===== config.mk =====
export PLATFORM = sky130hd
export DESIGN_NAME = prog_lut
export DESIGN_NICKNAME = d
export VERILOG_FILES = /design/src/rtl/prog_lut_pkg.sv /design/src/rtl/prog_lut_mem.sv /design/src/rtl/prog_lut.sv
export SDC_FILE = /design/constraint.sdc
export NUM_CORES = 1
export LEC_CHECK = 0
export CAP_MARGIN = 10
export CORE_ASPECT_RATIO = 0.6
export CORE_MARGIN = 4
export CORE_UTILIZATION = 50
export DETAILED_ROUTE_END_ITERATION = 8
export PLACE_DENSITY = 0.76
export SYNTH_ARGS = -nofsm -noshare
export SYNTH_HDL_FRONTEND = slang
export SYNTH_SLANG_ARGS = --single-unit

===== constraint.sdc =====
create_clock -name Clk -period 6.7 [get_ports Clk]
set_input_delay 1.34 -clock Clk [delete_from_list [all_inputs] [get_ports Clk]]
set_output_delay 1.34 -clock Clk [all_outputs]
set_load 0.005 [all_outputs]

===== src/rtl/prog_lut_pkg.sv =====
// Shared types, default sizes and the power-up image for the programmable lookup table.
package prog_lut_pkg;

  localparam int ADDR_W_DEF = 5;
  localparam int DATA_W_DEF = 16;

  typedef enum logic [0:0] {
    INIT  = 1'b0,
    READY = 1'b1
  } state_t;

  // Entries not listed power up as zero; callers resize the result to their data width.
  function automatic logic [31:0] default_image(input logic [31:0] addr);
    logic [31:0] val;
    val = 32'h0;
    case (addr)
      32'd1:  val = 32'h255;
      32'd2:  val = 32'h126;
      32'd3:  val = 32'h127;
      32'd4:  val = 32'h128;
      32'd5:  val = 32'h129;
      32'd6:  val = 32'h130;
      32'd7:  val = 32'h9;
      32'd8:  val = 32'h10;
      32'd9:  val = 32'h32;
      32'd10: val = 32'h96;
      32'd17: val = 32'h1;
      32'd18: val = 32'h2;
      32'd19: val = 32'h3;
      32'd20: val = 32'h4;
      32'd21: val = 32'h5;
      32'd22: val = 32'h6;
      32'd23: val = 32'h7;
      32'd24: val = 32'h8;
      32'd25: val = 32'h12;
      default: val = 32'h0;
    endcase
    return val;
  endfunction

endpackage


===== src/rtl/prog_lut_mem.sv =====
// Table storage: one synchronous write port, one asynchronous read port.
module lut_mem
  import prog_lut_pkg::*;
#(
  parameter int ADDR_W = ADDR_W_DEF,
  parameter int DATA_W = DATA_W_DEF
) (
  input  logic              Clk,
  input  logic              we,
  input  logic [ADDR_W-1:0] waddr,
  input  logic [DATA_W-1:0] wdata,
  input  logic [ADDR_W-1:0] raddr,
  output logic [DATA_W-1:0] rdata
);

  localparam int DEPTH = 2 ** ADDR_W;

  logic [DATA_W-1:0] mem [DEPTH];

  always_ff @(posedge Clk) begin
    if (we) begin
      mem[waddr] <= wdata;
    end
  end

  assign rdata = mem[raddr];

endmodule


===== src/rtl/prog_lut.sv =====
// Programmable lookup table that loads its default image after reset, then serves
// one registered read and one write per cycle with write-first bypass.
module prog_lut
  import prog_lut_pkg::*;
#(
  parameter int ADDR_W = ADDR_W_DEF,
  parameter int DATA_W = DATA_W_DEF
) (
  input  logic              Clk,
  input  logic              Reset,
  input  logic              rd_en,
  input  logic [ADDR_W-1:0] rd_addr,
  input  logic              wr_en,
  input  logic [ADDR_W-1:0] wr_addr,
  input  logic [DATA_W-1:0] wr_data,
  output logic              ready,
  output logic [DATA_W-1:0] Target,
  output logic              rd_valid
);

  localparam int DEPTH = 2 ** ADDR_W;

  state_t            state_reg;
  logic [ADDR_W-1:0] cnt_reg;
  logic              ready_reg;
  logic              rd_valid_reg;
  logic [DATA_W-1:0] target_reg;

  logic              mem_we;
  logic [ADDR_W-1:0] mem_waddr;
  logic [DATA_W-1:0] mem_wdata;
  logic [DATA_W-1:0] mem_rdata;
  logic              init_last;
  logic              bypass;

  // While loading, the init counter owns the write port; user writes are shut out.
  always_comb begin
    mem_we    = wr_en;
    mem_waddr = wr_addr;
    mem_wdata = wr_data;
    if (state_reg == INIT) begin
      mem_we    = 1'b1;
      mem_waddr = cnt_reg;
      mem_wdata = DATA_W'(default_image(32'(cnt_reg)));
    end
  end

  assign init_last = (cnt_reg == ADDR_W'(DEPTH - 1));
  assign bypass    = wr_en && (wr_addr == rd_addr);

  lut_mem #(
    .ADDR_W(ADDR_W),
    .DATA_W(DATA_W)
  ) u_mem (
    .Clk  (Clk),
    .we   (mem_we),
    .waddr(mem_waddr),
    .wdata(mem_wdata),
    .raddr(rd_addr),
    .rdata(mem_rdata)
  );

  always_ff @(posedge Clk) begin
    if (Reset) begin
      state_reg    <= INIT;
      cnt_reg      <= '0;
      ready_reg    <= 1'b0;
      rd_valid_reg <= 1'b0;
      target_reg   <= '0;
    end else begin
      case (state_reg)
        INIT: begin
          rd_valid_reg <= 1'b0;
          cnt_reg      <= cnt_reg + 1'b1;
          // Terminate on the last entry rather than on wrap so INIT is exactly DEPTH cycles.
          if (init_last) begin
            state_reg <= READY;
            ready_reg <= 1'b1;
          end
        end
        READY: begin
          rd_valid_reg <= rd_en;
          if (rd_en) begin
            target_reg <= bypass ? wr_data : mem_rdata;
          end
        end
        default: begin
          state_reg <= INIT;
          cnt_reg   <= '0;
          ready_reg <= 1'b0;
        end
      endcase
    end
  end

  assign ready    = ready_reg;
  assign rd_valid = rd_valid_reg;
  assign Target   = target_reg;

endmodule


# Yosys cells after proc, flatten, opt, wreduce, memory -nomap -nowiden
# Memories as Yosys holds them, arrays and structs flattened. A register that Yosys moved wholly into a read port is not among the register bits.
# Index checks and enable logic that the tools add are counted.
# op_classes
mux	10
n_addsub	1
eq_ne	1
n_reduce_logical	2
bitwise_logic	1
# op_table
operator	n
$mux 16	1
$mux 5	3
$add 5x1->5 const B	1
$eq 5x5->1 const B	1
$mux 1	5
$reduce_and 2->1	2
$pmux 1 s2	1
$not 1->1	1
# word_totals
mem_bits_ro	320
ram_bits	512
inputBits	30
word_cells	21
output_inout_bits	18
memories	2
ff_bits	8
# memory_table
name	words	width	read_ports	rd_ports_with_merged_regs	write_ports	line_no	source
u_mem.mem	32	16	1	1	1	prog_lut_mem.sv:18	logic [DATA_W-1:0] mem [DEPTH];
(name not given)	32	10	1	1	0	prog_lut_pkg.sv:16	case (addr)

# Logic depth before layout (Yosys ltp)
# Gate-level depths: netlist of run 1.
# depth
depth_word	3
depth_mapped	10
mapped_depth_nobuf	8

# By module
# A second synthesis of run 1 with hierarchy kept.
# hier_totals
hier_cells	1309
hier_area_um2	21906.0
# modules_own_cells
mod	cells_per_inst	area_per_inst_um2	n_inst	seq_area_each_um2
lut_mem	1127	20215.6	1	15374.7
prog_lut	182	1690.4	1	660.6

# Worst setup path before layout of run 1
# Ideal clock, no wire load.
# synth_path
path_kind	input-to-reg
start	in rd_addr[0]
end	reg target_reg[4] (netlist: Target[4]), read port of u_mem.mem
stages	9
t_required_ns	6.578
arrival_time_ns	3.074
setup_time_ns	0.122
path_buffers	3
path_slack_ns	3.504
path_cell_list	buf_6 buf_6 buf_2 mux2_2 a221oi_1 o21ai_0 a21oi_1 nor3_1 a311o_1
# synth_lines
item	line_no	source
start: declaration	prog_lut.sv:12	input logic [ADDR_W-1:0] rd_addr,
end: declaration	prog_lut.sv:27	logic [DATA_W-1:0] target_reg;

==> parameters.txt, run 1 <==
Parameter                              Value

Setup path
  Slowest cell on the critical path ... nand2_1
  Reg2Reg Launch Point ... state_reg
  Worst reg2reg setup slack ... 3.43 ns
  Required time at the endpoint of the critical path ... around 7.2 ns
  Max stage delay on crit path ... approximately 0.56 ns
  Sequence of cells on the critical path ... clkdlybuf4s50_1, mux2i_1, xnor2_1, nor2_1, and3_1, nand2_1, o221ai_1
  Type of the worst setup path ... primary input to flop
  Buffering stage count on the worst path with inverters included ... 1
  Endpoint of the worst-slack reg-to-reg timing path ... u_mem.mem[29][14]
  Cell family with most CP delay ... simple AND/OR/NAND/NOR gates
  Critical path origin ... wr_addr[2]
  Critical path peak fanout ... 12
  Arrival time of the worst setup path ... between 4 and 5 ns
  Crit path launch type ... primary input
  Path depth of the worst reg2reg path ... 6
  Kind of capture point of the worst setup path ... flop

Synthesis
  Largest family of logic cells by synthesized area ... multiplexers
  Arithmetic-cell share of the synthesized area counting full adders, half adders and majority gates ... less than 1%
  Area share of the leading cell type in the synthesized netlist ... between 70% and 80%
  Largest area contributor in the netlist ... edfxtp_1
  Main synth FF type ... edfxtp_1
  Fraction of the mapped netlist area in compound gates ... around 3.3%
  Post-synthesis mux area share ... around 16%
  Cell types occupying the most area after synthesis ... edfxtp_1 72%, mux4_2 13%, dfxtp_1 3.1%, mux2i_1 1.4%, nor2_1 1.2%
  Synthesized area per cell ... between 15 and 20 um^2
  Fraction of registers with async set/reset ... 0%
  Area share of xor/xnor cells in the synthesized design ... less than 1%
  Post-synthesis simple-gate area fraction ... under 10%
  Mapped cell area ... ~21,000 um^2
  Warnings, synthesis ... 0
  Post-synthesis cell type count ... around 50
  #FFs+latches synth ... 545
  Synth Instances ... roughly 1,100
  Number of flops mapped to enable cells by yosys ... about 500
  Syn nets ... between 1,000 and 1,500
  Sequential element share of the synthesized area ... between 70% and 80%

Timing
  Setup repair after global routing missed its margin ... false
  Final period demand of the worst path ... 3.613 ns
  Achievable clock frequency ... between 200 and 300 MHz
  Max_slew headroom ... roughly a fifth
  Final Hold Viols ... 0
  Tcrit/Tclk final ... 53.92%
  Clk_skew ... ~0.024 ns
  Number of failing setup endpoints in the final timing report ... 0
  Transition at the pin with the smallest max-transition slack ... 1.179 ns
  Setup TNS after final layout ... 0 ns
  Total count of max-transition violations in the final report ... 0
  Smallest setup slack after layout ... 3.087 ns

Clock network
  Setup Buffers After CTS ... 0
  Library cell used as clock root buffer ... clkbuf_16
  Later-pin clock latency in the skew report ... a little under 0.6 ns
  Cts repair resizes ... 0
  CTS max path bufs ... 3
  CTS sink count ... 545
  Register clock-pin slew on the reported worst setup and hold paths ... approximately 0.06 ns
  TritonCTS clock tree ... yes
  Hold_buf cts ... 0
  Number of clock buffers inserted by TritonCTS ... between 40 and 50
  Count of H-tree levels built during CTS ... 2

Floorplan
  Cell Rows ... between 50 and 60
  Initial Utilization ... 50.76%
  Chip Height ... around 170 um
  Core Area ... between 40,000 and 50,000 um^2
  Num ports ... 48
  Die width ... between 200 and 300 um
  Die Outline Area ... between 40,000 and 50,000 um^2

Drt
  Number of iterations in the first detailed-routing pass ... 5
  Remaining antenna violation count after routing ... 0
  Via Count ... between 10,000 and 15,000
  Detail-routed net length per standard cell ... around 29 um
  Via density per instance ... between 6 and 7
  Count of routing violations after the opening detailed-route iteration ... around 1,800
  Drt drc ... 0
  Total wire length ... 51.86 mm

Global routing
  Congestion Overflow GR ... 0
  Vias in the first global route ... 10,955
  Number of antenna violations at the first check in global routing ... 1
  First-pass GRT wire length ... ~75 mm
  Pin count of the biggest net entering global routing ... 65
  Combined global-route utilization of all metal layers ... approximately 23%

Placement
  Global placer's final weighted congestion ... 0.8867
  Pre-CTS WS ... 2.572 ns
  HPWL Detailed ... between 30 and 40 mm
  Number of input and output port buffers inserted ... 47

Layout
  Synth-to-Final Area Change ... 13.20%
  Max FFs per register ... slightly above 500
  Number of diodes added for antenna fixing ... 0
  Layout cell share with drive strength beyond 1 ... between 20% and 30%
  Total number of nets in the final design ... about 1,200

Run status
  Result of the run ... complete, no violations

Pwr
  Pwr per Cell Area ... a little under 300 nW/um^2
  Largest voltage drop on the vdd net ... 0.2975 mV
  Leakage component of the power ... roughly 7.8 nW

Min path
  Launch instance of the worst min-delay path ... ready
  Worst hold endpoint ... ready
  Hold path depth ... 2
  Class of the worst hold path ... flop to flop

Flow run
  MaxCap Viol Count ... 0
-- worst max-delay path by stage --
stage,to,slack (ns),depth (start not counted)
after floorplan,Target[4],3.50,9
after global placement,Target[0],2.61,8
after detailed placement,Target[0],2.57,8
after CTS,Target[0],3.18,8
after global routing,Target[13],3.01,8
final,Target[11],3.09,7
-- power breakdown --
part	internal [W]	total [W]	switching (W)
Clock	0.00153	0.00275	0.00123
Combinational	0.000147	0.000412	0.000265
Sequential	0.00379	0.00381	0.0000144
Total	0.00546	0.00697	0.00151
-- routing by layer --
metal | wire [um] | GRT usage [%] | up-vias
li1 | - | - | 4589
met5 | 0 | 0 | -
met1 | 21710 | 35.36 | 5854
met3 | 7015 | 7.350 | 85
met4 | 1026 | 4.695 | 0
met2 | 22110 | 31.61 | 755
-- synth_stat cells (11+ instances only) --
cell type / n
mux2_2: 20
dfxtp_1: 33
nand2_1: 60
clkbuf_1: 27
a21oi_1: 18
o21ai_0: 11
mux2i_1: 29
nor2_1: 67
o22ai_1: 26
o221ai_1: 11
edfxtp_1: 512
mux4_2: 123
inv_1: 19
-- kinds of logic after synthesis --
| logic type | count (synthesis) |
|---|---|
| AOI/OAI and AO/OA | 102 |
| xor gates and xnor gates | 8 |
| adders and majority gates | 3 |
| buffers and inverters | 73 |
| DFF | 545 |
| muxes | 174 |
| and+or+nand+nor | 175 |
-- cell type report --
| cell class | count | area [um^2] |
|---|---|---|
| fill | 3018 | 17870 |
| sequential | 545 | 16040 |
| timing repair buffer | 94 | 842.1 |
| clock inverter | 34 | 344.1 |
| clock buffer | 51 | 1191 |
| tap | 570 | 713.2 |
| multi-input combinational | 462 | 4949 |
| inverter | 19 | 71.32 |
-- placed cells by master, fill, tap and decap left out, types with 3 or more instances in the layout --
cell type          n
a31oi_1            5
o221ai_1          11
clkbuf_16         47
mux2_2            20
nor2_1            59
and2_1             6
a21oi_1           17
nor2_2             7
inv_1             19
a311o_1            4
nand3b_1           3
clkinv_1          11
xnor2_1            7
nor3_1             8
buf_4             45
o22ai_1           26
edfxtp_1         512
mux2i_1           29
mux4_2           123
clkinv_2           9
a221oi_1           9
ha_1               3
nor2b_1            7
nand2_1           60
nand2b_1           5
clkdlybuf4s50_1   43
a211oi_1           4
bufinv_16          6
o21ai_0           11
and3_1             3
dfxtp_1           33
clkinvlp_4         3
nand3_1            5
clkbuf_1           4
a22oi_1            3
clkinv_4           3
-- per-stage QoR --
stage / util, % / area, um^2 / cells / hold WS [ns] / power (W)
after floorplan: - / 21330 / 1080 / 0.4569 / 0.004134
after global placement: 53.73 / 22580 / 1688 / 0.4667 / 0.004277
after detailed placement: 53.73 / 22580 / 1688 / 0.4799 / 0.004289
after CTS: 57.38 / 24110 / 1773 / 0.4985 / 0.007005
after global routing: 57.47 / 24150 / 1775 / 0.5118 / 0.007194
final: 57.47 / 24150 / 1775 / 0.4953 / 0.006974
-- worst reg2reg max path, stage by stage (launching register included) --
cell and delay, ns:
dfxtp_1 0.31, inv_1 0.59, nand2_1 0.14, o21ai_0 0.41, nand2_1 0.22, nor2_1 0.89, buf_4 0.40
Power figures use the tool's default switching activity.
==> run 2: changes to the inputs <==
==> constraint.sdc (replaced) <==
create_clock -name Clk -period 3.75 [get_ports Clk]
set_input_delay 0.75 -clock Clk [delete_from_list [all_inputs] [get_ports Clk]]
set_output_delay 0.75 -clock Clk [all_outputs]
set_load 0.005 [all_outputs]
==> parameters.txt, run 2 (synthesized netlist as in run 1, its figures left out) <==
Parameter                              Value

Drt
  Met3 Wirelength ... 7.108 mm (+1.3%)
  Highest metal layer used by the detailed router ... met4
  Via Count ... 11,419 (+1.2%)
  Detail-routed net length per standard cell ... 29.17 um (-0.16%)
  Post-route met1 wirelength ... 21.43 mm (-1.3%)
  Count of routing violations after the opening detailed-route iteration ... 1,753 (-3.8%)
  Met2 wire length ... 23.21 mm (+5.0%)
  Total wire length ... 52.51 mm (+1.2%)
  Number of iterations in the first detailed-routing pass ... 6 (+1)
  Remaining antenna violation count after routing ... 0 (unchanged)
  Via density per instance ... 6.344 (-0.20%)
  Drt drc ... 0 (unchanged)

Pwr
  Pwr per Cell Area ... 502.3 nW/um^2 (+74%)
  Switching pwr ... 0.002603 W (+72%)
  Switching Fraction ... 21.33% (-0.32 points)
  Largest voltage drop on the vdd net ... 0.3303 mV (+11%)
  Portion of total power attributed to combinational logic ... 6.3% (+0.4 points)
  Share of power burned in the clock network ... 37.9% (-1.6 points)
  Leakage component of the power ... 7.934 nW (+1.4%)
  Internal power of the cells ... 0.009602 W (+76%)
  Share of total power in sequential cells ... 55.7% (+1.1 points)

Timing
  Total count of max-transition violations in the final report ... 0 (unchanged)
  Setup repair after global routing missed its margin ... false
  Tcrit/Tclk final ... between 70% and 80%
  Number of failing setup endpoints in the final timing report ... 0 (unchanged)
  Clk_skew ... 0.02258 ns (-0.001879 ns)
  Final period demand of the worst path ... between 2 and 3 ns
  Transition at the pin with the smallest max-transition slack ... 1.190 ns (+0.01175 ns)
  Final Hold Viols ... 0 (unchanged)
  Max_slew headroom ... 20.55% (-0.79 points)
  Achievable clock frequency ... 340.3 MHz
  Setup TNS after final layout ... 0 ns (unchanged)

Layout
  Total number of nets in the final design ... 1,226 (+2.1%)
  Non-filler cells, final ... 1,800 (+1.4%)
  Leading cell types in the layout, fill and taps excluded ... 512 x edfxtp_1, 123 x mux4_2, 65 x buf_4
  Post-route cell area ... 24,300 um^2 (+0.63%)
  Max FFs per register ... 512 (unchanged)
  Synth-to-Final Area Change ... 13.92%
  Layout cell share with drive strength beyond 1 ... 23.58% (+0.67 points)
  Most frequent standard cell in the layout excluding fill and tap cells ... edfxtp_1
  Number of diodes added for antenna fixing ... 0 (unchanged)

Setup path
  Max stage delay on crit path ... 0.59 ns (+0.03 ns)
  Slowest cell on the critical path ... inv_1
  Most used cell along the critical path ... a21oi_1
  Cell family with most CP delay ... simple AND/OR/NAND/NOR gates
  Kind of capture point of the worst setup path ... flop
  Endpoint of the worst-slack reg-to-reg timing path ... Target[6]
  Arrival time of the worst setup path ... 3.41 ns (-0.68 ns)
  Type of the worst setup path ... flop to flop
  Path depth of the worst reg2reg path ... 7 (+1)
  Sequence of cells on the critical path ... buf_4, inv_1, a21oi_1, a21oi_1, and3_1, nand2_1, o221ai_1
  Crit path launch type ... flop
  Buffering stage count on the worst path with inverters included ... 2 (+1)
  Critical path peak fanout ... 19 (+7)
  Reg2Reg Launch Point ... state_reg
  Required time at the endpoint of the critical path ... 4.22 ns (-2.95 ns)
  Worst reg2reg setup slack ... 0.81 ns (-2.62 ns)

Global routing
  First-pass GRT wire length ... 76.76 mm (+1.7%)
  Combined global-route utilization of all metal layers ... 22.95% (+0.29 points)
  Number of antenna violations at the first check in global routing ... 1 (unchanged)
  Congestion Overflow GR ... 0 (unchanged)
  Pin count of the biggest net entering global routing ... 38 (-42%)
  Vias in the first global route ... 11,147 (+1.8%)

Clock network
  CTS max path bufs ... 3 (unchanged)
  Later-pin clock latency in the skew report ... 0.57 ns (-0.02 ns)
  CTS sink count ... 545 (unchanged)
  Hold_buf cts ... 0 (unchanged)
  Count of H-tree levels built during CTS ... 2 (unchanged)
  Library cell used as clock root buffer ... clkbuf_16
  Register clock-pin slew on the reported worst setup and hold paths ... 0.07 ns (about the same)
  TritonCTS clock tree ... yes
  Cts repair resizes ... 0 (unchanged)
  Setup Buffers After CTS ... 0 (unchanged)
  Number of clock buffers inserted by TritonCTS ... 46 (unchanged)

Floorplan
  Core Area ... 42,020 um^2 (unchanged)
  Initial Utilization ... 50.76% (unchanged)
  Die width ... 274.6 um (unchanged)
  Die Outline Area ... 46,140 um^2 (unchanged)
  Cell Rows ... 58 (unchanged)
  Chip Height ... 168.0 um (unchanged)
  Num ports ... 48 (unchanged)

Placement
  Post-placement cell count ... 1,715 (+1.6%)
  Global placer's final weighted congestion ... 0.8864 (about the same)
  Number of input and output port buffers inserted ... 47 (unchanged)
  HPWL Detailed ... 32.68 mm (+2.5%)
  Placed cell area ... 22,860 um^2 (+1.3%)

Min path
  Worst hold endpoint ... Target[9]
  Class of the worst hold path ... flop to flop
  Launch instance of the worst min-delay path ... Target[9]
  Hold path depth ... 2 (unchanged)

Flow run
  MaxCap Viol Count ... 0 (unchanged)

Run status
  Result of the run ... complete, no violations
-- run 2: cell count changes in the layout (fill, tap and decap cells not counted), moves of 2 or more --
cell / delta
bufinv_16: -4
clkinv_2: -2
buf_8: -2
buf_12: +7
buf_4: +20
clkbuf_16: +2
clkinv_4: -3
clkinvlp_4: -2
clkbuf_1: +9
-- run 2: worst max path at each step --
| stage | startpoint | endpoint | slack, ns | depth (start not counted) |
|---|---|---|---|---|
| detailed placement | rd_addr[3] | Target[2] | 0.57 | 8 |
| finish | state_reg | Target[6] | 0.81 | 7 |
| CTS | state_reg | u_mem.mem[3][4] | 0.86 | 6 |
| global placement | rd_addr[0] | Target[9] | 0.60 | 7 |
| global route | state_reg | Target[2] | 0.71 | 7 |
| floorplan | state_reg | u_mem.mem[30][0] | 1.01 | 8 |
-- run 2: per-stage QoR --
stage               setup WS, ns  util (%)  total power (W)  hold WS [ns]
floorplan                  1.005         -         0.007387        0.4569
global placement          0.6037     54.41         0.007672        0.4614
detailed placement        0.5737     54.41         0.007697        0.4608
CTS                       0.8572     57.83          0.01226        0.4817
global route              0.7147     57.83          0.01259        0.5211
finish                    0.8118     57.83          0.01221        0.4854
-- run 2: area by class of cell --
cell class	instances	area, um^2
fill	3045	17720
clock inverter	22	147.6
sequential	545	16040
tap	570	713.2
inverter	19	71.32
multi-input combinational	462	4940
clock buffer	63	1289
timing repair buffer	119	1102
-- run 2: power by group through the flow --
| stage | registers [W] | clock network [W] | logic, W |
|---|---|---|---|
| CTS | 0.00680 | 0.00468 | 0.000769 |
| detailed placement | 0.00693 | 0 | 0.000764 |
| finish | 0.00680 | 0.00463 | 0.000775 |
| floorplan | 0.00692 | 0 | 0.000467 |
| global route | 0.00681 | 0.00496 | 0.000821 |
| global placement | 0.00693 | 0 | 0.000742 |
-- run 2: worst reg2reg max path: cells and delay by family (launching register included) --
kind            cells  cell delay, ns
simple gates        2            0.97
compound gates      3            0.78
flops               1            0.31
buf+inv             2            0.80
-- run 2: layer usage --
layer	GRT usage, %	vias to the layer above
li1	-	4645
met1	35.47	5932
met2	33.04	767
met3	7.422	75
met4	3.398	0
met5	0	-
==> run 3: changes to the inputs <==
==> constraint.sdc (replaced) <==
create_clock -name Clk -period 2.75 [get_ports Clk]
set_input_delay 0.55 -clock Clk [delete_from_list [all_inputs] [get_ports Clk]]
set_output_delay 0.55 -clock Clk [all_outputs]
set_load 0.005 [all_outputs]
==> parameters.txt, run 3 (synthesized netlist as in run 1, its figures left out) <==
Parameter                              Value

Floorplan
  Core Area ... 42,020 um^2 (unchanged)
  Chip Height ... 168.0 um (unchanged)
  Initial Utilization ... 50.76% (unchanged)
  Die width ... 274.6 um (unchanged)
  Num ports ... 48 (unchanged)
  Die Outline Area ... 46,140 um^2 (unchanged)
  Cell Rows ... 58 (unchanged)

Timing
  Total count of max-transition violations in the final report ... 0 (unchanged)
  Setup TNS after final layout ... 0 ns (unchanged)
  Tcrit/Tclk final ... 92.59% (+14 points)
  Final period demand of the worst path ... 2.546 ns (-0.3919 ns)
  Clk_skew ... 0.01729 ns (-0.005290 ns)
  Smallest setup slack after layout ... 0.2037 ns (-0.6081 ns)
  Final Hold Viols ... 0 (unchanged)
  Max_slew headroom ... 20.40% (-0.15 points)
  Transition at the pin with the smallest max-transition slack ... 1.193 ns (+0.002246 ns)
  Setup repair after global routing missed its margin ... false
  Achievable clock frequency ... 392.7 MHz (+15%)
  Number of failing setup endpoints in the final timing report ... 0 (unchanged)

Layout
  Leading cell types in the layout, fill and taps excluded ... 512 x edfxtp_1, 123 x mux4_2, 99 x buf_4
  Number of diodes added for antenna fixing ... 0 (unchanged)
  Most frequent standard cell in the layout excluding fill and tap cells ... edfxtp_1
  Synth-to-Final Area Change ... 17.11%
  Total number of nets in the final design ... 1,277 (+4.2%)
  Total of fill cells in the finished design ... 2,936 (-3.6%)
  Non-filler cells, final ... 1,850 (+2.8%)
  Max FFs per register ... 512 (unchanged)
  Layout cell share with drive strength beyond 1 ... 27.03% (+3.5 points)

Clock network
  TritonCTS clock tree ... yes
  CTS max path bufs ... 3 (unchanged)
  CTS sink count ... 545 (unchanged)
  Register clock-pin slew on the reported worst setup and hold paths ... 0.07 ns (about the same)
  Later-pin clock latency in the skew report ... 0.57 ns (about the same)
  Count of H-tree levels built during CTS ... 2 (unchanged)
  Number of clock buffers inserted by TritonCTS ... 46 (unchanged)
  Hold_buf cts ... 0 (unchanged)
  Library cell used as clock root buffer ... clkbuf_16

Placement
  Pre-CTS WS ... 0.04376 ns (-0.5299 ns)
  Post-placement cell count ... 1,766 (+3.0%)
  HPWL Detailed ... 34.41 mm (+5.3%)
  Number of input and output port buffers inserted ... 47 (unchanged)
  Global placer's final weighted congestion ... 0.8993 (+1.5%)

Global routing
  Number of antenna violations at the first check in global routing ... 0 (-1)
  Combined global-route utilization of all metal layers ... 23.90% (+0.95 points)
  Pin count of the biggest net entering global routing ... 49 (+29%)
  Congestion Overflow GR ... 0 (unchanged)
  First-pass GRT wire length ... 79.93 mm (+4.1%)
  Vias in the first global route ... 11,528 (+3.4%)

Pwr
  Switching pwr ... 0.003630 W (+39%)
  Pwr per Cell Area ... 683.9 nW/um^2 (+36%)
  Share of power burned in the clock network ... 38.9% (+1.0 points)
  Internal power of the cells ... 0.01345 W (+40%)
  Share of total power in sequential cells ... 54.4% (-1.3 points)
  Switching Fraction ... 21.25% (-0.077 points)
  Largest voltage drop on the vdd net ... 0.5922 mV (+79%)
  Portion of total power attributed to combinational logic ... 6.7% (+0.4 points)
  Leakage component of the power ... 8.290 nW (+4.5%)

Setup path
  Path depth of the worst reg2reg path ... 6 (-1)
  Arrival time of the worst setup path ... 2.81 ns (-0.60 ns)
  Kind of capture point of the worst setup path ... flop
  Required time at the endpoint of the critical path ... 3.02 ns (-1.20 ns)
  Crit path launch type ... flop
  Type of the worst setup path ... flop to flop
  Critical path peak fanout ... 16 (-3)

Drt
  Remaining antenna violation count after routing ... 0 (unchanged)
  Total wire length ... 54.09 mm (+3.0%)
  Count of routing violations after the opening detailed-route iteration ... 1,748 (-0.29%)
  Drt drc ... 0 (unchanged)
  Via density per instance ... 6.317 (-0.43%)
  Detail-routed net length per standard cell ... 29.24 um (+0.23%)
  Via Count ... 11,686 (+2.3%)
  Number of iterations in the first detailed-routing pass ... 5 (-1)

Run status
  Result of the run ... complete, no violations

Min path
  Class of the worst hold path ... flop to flop
  Hold path depth ... 2 (unchanged)

Flow run
  MaxCap Viol Count ... 0 (unchanged)
run 3: cell count changes in the layout (fill, tap and decap cells not counted), sizes merged:
cell | previous run | this run
clkinv | 19 | 20
clkbuf | 64 | 60
bufinv | 2 | 5
buf | 75 | 126
clkinvlp | 1 | 0
run 3: critical path, cell delays in order (launching register included):
cell     delay, ns
dfxtp_1       0.51
inv_1         0.31
nand2_1       0.11
o21ai_1       0.39
nand2_1       0.25
nor2_1        0.38
buf_4         0.29
run 3: metal layers:
metal	global-route usage (%)	vias to the layer above	wire length [um]
li1	-	4755	-
met1	37.30	6083	22500
met2	33.81	766	23620
met3	6.752	82	6838
met4	5.522	0	1127
met5	0	-	0
run 3: path summary, 6_finish.rpt:
check                 start           endpoint  slack (ns)
setup / recovery  state_reg  u_mem.mem[30][11]        0.20
hold / removal    Target[1]          Target[1]        0.47
setup reg to reg  state_reg  u_mem.mem[30][11]        0.20
hold reg to reg   Target[1]          Target[1]        0.47
run 3: layout make-up:
class                   instances  area (um^2)  share of cell area, %
repair buffers                170         1698                  6.798
clock buffers                  59         1284                  5.140
multi-input cells             462         4940                  19.78
clock inverters                25        236.5                 0.9468
inverters                      19        71.32                 0.2855
well taps                     570        713.2                  2.855
flip-flops and latches        545        16040                  64.20
run 3: what timing repair did:
item	4_1_cts	5_1_grt
setup endpoints to repair	0	32
buffers inserted	0	0
gates resized for setup	0	1
run 3: power groups by stage:
stage	clock [W]	sequential [W]	combinational, W
2_1_floorplan	0	0.00944	0.000636
3_3_place_gp	0	0.00945	0.00110
3_5_place_dp	0	0.00946	0.00113
4_1_cts	0.00674	0.00928	0.00114
5_1_grt	0.00712	0.00929	0.00122
6_report	0.00665	0.00928	0.00115
run 3: per-stage QoR:
stage / instance area, um^2 / util, % / hold slack, ns / power, W
4_1_cts: 24980 / 59.45 / 0.4694 / 0.01716
5_1_grt: 24980 / 59.45 / 0.4981 / 0.01763
2_1_floorplan: 21330 / - / 0.4569 / 0.01007
3_5_place_dp: 23460 / 55.83 / 0.4548 / 0.01059
6_report: 24980 / 59.45 / 0.4704 / 0.01708
3_3_place_gp: 23440 / 55.79 / 0.4515 / 0.01055
